`config.mk`:
```
export PLATFORM = sky130hd
export DESIGN_NAME = button_event
export DESIGN_NICKNAME = d
export VERILOG_FILES = /design/src/rtl/button_event.sv
export SDC_FILE = /design/constraint.sdc
export NUM_CORES = 1
export LEC_CHECK = 0
export CELL_PAD_IN_SITES_DETAIL_PLACEMENT = 1
export CELL_PAD_IN_SITES_GLOBAL_PLACEMENT = 2
export CORE_MARGIN = 2
export CORE_UTILIZATION = 41
export DETAILED_ROUTE_END_ITERATION = 6
export PLACE_DENSITY_LB_ADDON = 0.08
export SLEW_MARGIN = 10
export SYNTH_ARGS = -nofsm -noshare
export SYNTH_HDL_FRONTEND = slang
export SYNTH_SLANG_ARGS = --single-unit
export TNS_END_PERCENT = 20
```
`constraint.sdc`:
```
create_clock -name clk -period 5.27 [get_ports clk]
set_input_delay 1.581 -clock clk [delete_from_list [all_inputs] [get_ports clk]]
set_output_delay 1.581 -clock clk [all_outputs]
set_load 0.01 [all_outputs]
```
`src/rtl/button_event.sv`:
```
// button_event: turns a debounced button level into press, release,
// long-press and auto-repeat strobes, plus a "held" level.
// Optional feature: define BUTTON_EVENT_REPEAT_EN to enable auto-repeat
// strobes while a long press is held. Without it repeat_pulse is tied low.
// All outputs come straight from flops; button_in only reaches them
// through the next-state logic.
module button_event #(
    parameter int LONG_TIME   = 50_000_000,
    parameter int REPEAT_TIME = 10_000_000,
    parameter int CNT_W       = 26
) (
    input  logic clk,
    input  logic reset,
    input  logic button_in,
    output logic press_pulse,
    output logic release_pulse,
    output logic long_press_pulse,
    output logic repeat_pulse,
    output logic held
);

    localparam logic [1:0] IDLE    = 2'd0;
    localparam logic [1:0] PRESSED = 2'd1;
    localparam logic [1:0] LONG    = 2'd2;

    localparam logic [CNT_W-1:0] CNT_ZERO = {CNT_W{1'b0}};
    localparam logic [CNT_W-1:0] CNT_ONE  = CNT_W'(1);
    localparam logic [CNT_W-1:0] LONG_MAX = CNT_W'(LONG_TIME - 1);

    // Reject configurations where a threshold would not fit the counter.
    if ((LONG_TIME < 2) || ((LONG_TIME >> CNT_W) != 0)) begin : g_bad_long
        $error("button_event: LONG_TIME out of range for CNT_W");
    end
    if ((REPEAT_TIME < 2) || ((REPEAT_TIME >> CNT_W) != 0)) begin : g_bad_repeat
        $error("button_event: REPEAT_TIME out of range for CNT_W");
    end

    logic [1:0]       state_r;
    logic [1:0]       state_s;
    logic [CNT_W-1:0] cnt_r;
    logic [CNT_W-1:0] cnt_s;
    logic             press_s;
    logic             release_s;
    logic             long_s;
    logic             held_s;

`ifdef BUTTON_EVENT_REPEAT_EN
    localparam logic [CNT_W-1:0] REP_MAX = CNT_W'(REPEAT_TIME - 1);
    logic repeat_s;
    logic repeat_r;
`endif

    // Next-state, counter and strobe decode; release always wins over thresholds.
    always_comb begin
        state_s   = state_r;
        cnt_s     = cnt_r;
        press_s   = 1'b0;
        release_s = 1'b0;
        long_s    = 1'b0;
`ifdef BUTTON_EVENT_REPEAT_EN
        repeat_s  = 1'b0;
`endif
        case (state_r)
            IDLE: begin
                if (button_in) begin
                    state_s = PRESSED;
                    cnt_s   = CNT_ZERO;
                    press_s = 1'b1;
                end else begin
                    state_s = IDLE;
                end
            end
            PRESSED: begin
                if (!button_in) begin
                    state_s   = IDLE;
                    cnt_s     = CNT_ZERO;
                    release_s = 1'b1;
                end else if (cnt_r == LONG_MAX) begin
                    state_s = LONG;
                    cnt_s   = CNT_ZERO;
                    long_s  = 1'b1;
                end else begin
                    cnt_s = cnt_r + CNT_ONE;
                end
            end
            LONG: begin
                if (!button_in) begin
                    state_s   = IDLE;
                    cnt_s     = CNT_ZERO;
                    release_s = 1'b1;
                end else begin
`ifdef BUTTON_EVENT_REPEAT_EN
                    if (cnt_r == REP_MAX) begin
                        cnt_s    = CNT_ZERO;
                        repeat_s = 1'b1;
                    end else begin
                        cnt_s = cnt_r + CNT_ONE;
                    end
`else
                    cnt_s = CNT_ZERO;
`endif
                end
            end
            default: begin
                state_s = IDLE;
                cnt_s   = CNT_ZERO;
            end
        endcase
        held_s = (state_s != IDLE);
    end

    // State, counter and registered outputs; reset clears everything at once.
    always_ff @(posedge clk or posedge reset) begin
        if (reset) begin
            state_r          <= IDLE;
            cnt_r            <= CNT_ZERO;
            press_pulse      <= 1'b0;
            release_pulse    <= 1'b0;
            long_press_pulse <= 1'b0;
            held             <= 1'b0;
        end else begin
            state_r          <= state_s;
            cnt_r            <= cnt_s;
            press_pulse      <= press_s;
            release_pulse    <= release_s;
            long_press_pulse <= long_s;
            held             <= held_s;
        end
    end

`ifdef BUTTON_EVENT_REPEAT_EN
    // Auto-repeat strobe register.
    always_ff @(posedge clk or posedge reset) begin
        if (reset) begin
            repeat_r <= 1'b0;
        end else begin
            repeat_r <= repeat_s;
        end
    end
    assign repeat_pulse = repeat_r;
`else
    assign repeat_pulse = 1'b0;
`endif

endmodule
```
==> results.toml <==
[detailed_routing]
drtIter0Drc = 32
wl_per_cell_um = 17.0
vias_per_cell = 5.60
ant_nets = 0
drt-total-wl_mm = 4.30
first_pass_iters = 4
vias = 1410
drc = 0

[critical_path]
critPathKind = "in2reg"
crit_cells = 6
startpoint = "button_in"
crit_chain = "clkdlybuf4s50_1 -> nand2_1 -> inv_1 -> o31a_1 -> nor2_1 -> nor2_1"
critPathMostFrequentCell = "nor2_1"
start_kind = "input pin"
reg2reg_depth = 6
worstPathArrival_ps = 3480
crit_path_max_incr_delay_ps = 660
crit_fanout = 13
crit_required_ps = 5400
cpMaxStageDelayCell = "nor2_1"
cp-end-kind = "register"
cp_top_family = "simple AND/OR/NAND/NOR gates"
r2r_start = "cnt_r[0]"
worst-path-buf-inv = 2

[yosys]
synth_cell_type_count = 38
syn_area_per_cell_um2 = 9.26
synth_edf_count = 0
ys.flop_type = "dfrtp_1"
postSynth.asyncResetShare = 1.00
yosys-top-cells-count = "dfrtp_1, nand2_1, nor2_1, nand3_1, o21ai_0"
synthTopCellsByArea = "dfrtp_1, nand2_1, xor2_1, nand3_1, ha_1"
ys_warn_count = 0
yosysTopAreaCell = "dfrtp_1"
synthesis.nets = 203
yosys.cell_count.top_type = "dfrtp_1"
synth_area_um2 = 1810
synthCells = 195
ys_seq_area_frac = 0.444
yosysTopAreaCellShare = 0.444
synth_seq_cells = 32

[global_route]
grt_pass1_wl_mm = 7.61
grt_pass1_vias = 1498
grt_max_degree = 33
antenna_found_initial = 0
grt_usage = 0.196
overflow = 0

[floorplanning]
die_x_um = 70.4
coreArea_um2 = 4290
ios = 8
start_util = 0.420
fp-row-count = 24
die_h_um = 70.4
dieArea_um2 = 4950

[hold_path]
hold_depth = 1
hold_path_class = "reg2reg"
min_from = "cnt_r[23]"

[sta]
slew_headroom = 0.467
fin_crit_ps = 3350
tns_ps = 0
finClkSkew_ps = 9.24
max_freq_mhz = 299
worst_slack_ps = 1920
drv_slew = 0
setup_viol = 0
finalCritPeriodShare = 0.635
whs_ps = 524
finalHoldViolCount = 0
worst_pin_slew_ps = 798
rsz0062_at_grt = "no"

[clock_network]
cts_made_buffers = 5
cts_root_buf = "clkbuf_8"
holdBufCountCts = 0
insertion_delay_ps = 280
post-cts-setup-buffer-count = 0
cts_tree = "yes"
path_clk_slew_ps = 70
clock_path_buffers = 2
cts.sinks = 32
cts_max_level = 2
cts_resized = 0

[pwr]
vdd_ir_drop_max_uv = 124
p_per_area_nw_per_um2 = 251
power_leakage_nw = 0.821
total_power_mw = 0.494

[place]
gp_congestion = 0.805
pre_cts_ws_ps = 1600
place_inst = 244
place_area_um2 = 1880
dp_hpwl_mm = 3.16
io_buffers = 6

[run]
maxCapViolCount = 0

[layout]
final_cells = 252
n_antenna_cell = 0
syn2layout_area_growth_pct = 9.15
stdcell_area_um2 = 1970
finish.utilization = 0.459
drive_above_1_share = 0.0600
nNetsFinal = 207

[outcome]
status = "finished, final reports clean"
[placed cells by master (no fill, tap or decap), types with 4 or more instances in the layout]
master / synthesis / layout
xnor2_1: 7 / 7
dfrtp_1: 32 / 32
nand3_1: 13 / 13
and4_1: 5 / 5
and2_1: 5 / 5
clkdlybuf4s50_1: 0 / 6
nand2b_1: 4 / 4
a21oi_1: 6 / 6
clkbuf_8: 0 / 6
nand2_1: 19 / 19
nor4_1: 7 / 7
ha_1: 5 / 5
nor3_1: 4 / 4
nor2_1: 16 / 16
xor2_1: 8 / 8
inv_1: 7 / 7
nand4_1: 9 / 9
o21ai_0: 12 / 12
[final cells by class]
class | instances | area, um^2
clock buffer | 6 | 82.6
clock inverter | 2 | 10.0
fill | 525 | 2320
inverter | 7 | 26.3
multi-input combinational | 146 | 918
sequential | 32 | 801
tap | 52 | 65.1
timing repair buffer | 7 | 67.6
[logic make-up after synthesis]
| kind of cell | count (synthesis) | share of synthesized area |
|---|---|---|
| AOI/OAI and AO/OA | 32 | 0.116 |
| DFF | 32 | 0.444 |
| and+or+nand+nor | 93 | 0.283 |
| adders and majority gates | 5 | 0.0347 |
| other | 1 | 0.00208 |
| buffers and inverters | 17 | 0.0478 |
| xor gates and xnor gates | 15 | 0.0728 |
[report_power, final]
part	leakage, nW	total (mW)	switching, mW	internal (mW)
registers	0.441	0.254	0.00406	0.250
logic	0.329	0.0433	0.0284	0.0149
clock network	0.0510	0.196	0.0921	0.104
total	0.821	0.494	0.124	0.369
[flip-flops by register name (all words and copies together) (netlist names)]
| signal | cells |
|---|---|
| press_pulse | 1 |
| cnt_r | 26 |
| long_press_pulse | 1 |
| release_pulse | 1 |
| state_r | 2 |
| held | 1 |
[final timing paths]
check	endpoint	slack, ps
worst max-delay path	cnt_r[10]	1920
worst min-delay path	cnt_r[23]	520
worst max register to register	cnt_r[10]	2530
worst min register to register	cnt_r[23]	520
max in group asynchronous	cnt_r[24]	3280
min in group asynchronous	cnt_r[4]	1690
[routing by layer]
metal	vias up	routed length, um	GRT usage
met2	6	2040	0.310
met5	-	0	0
met1	712	2160	0.272
met3	2	64	0.0390
met4	0	31	0.0556
li1	690	-	-
(Power assumes the default switching activity.)
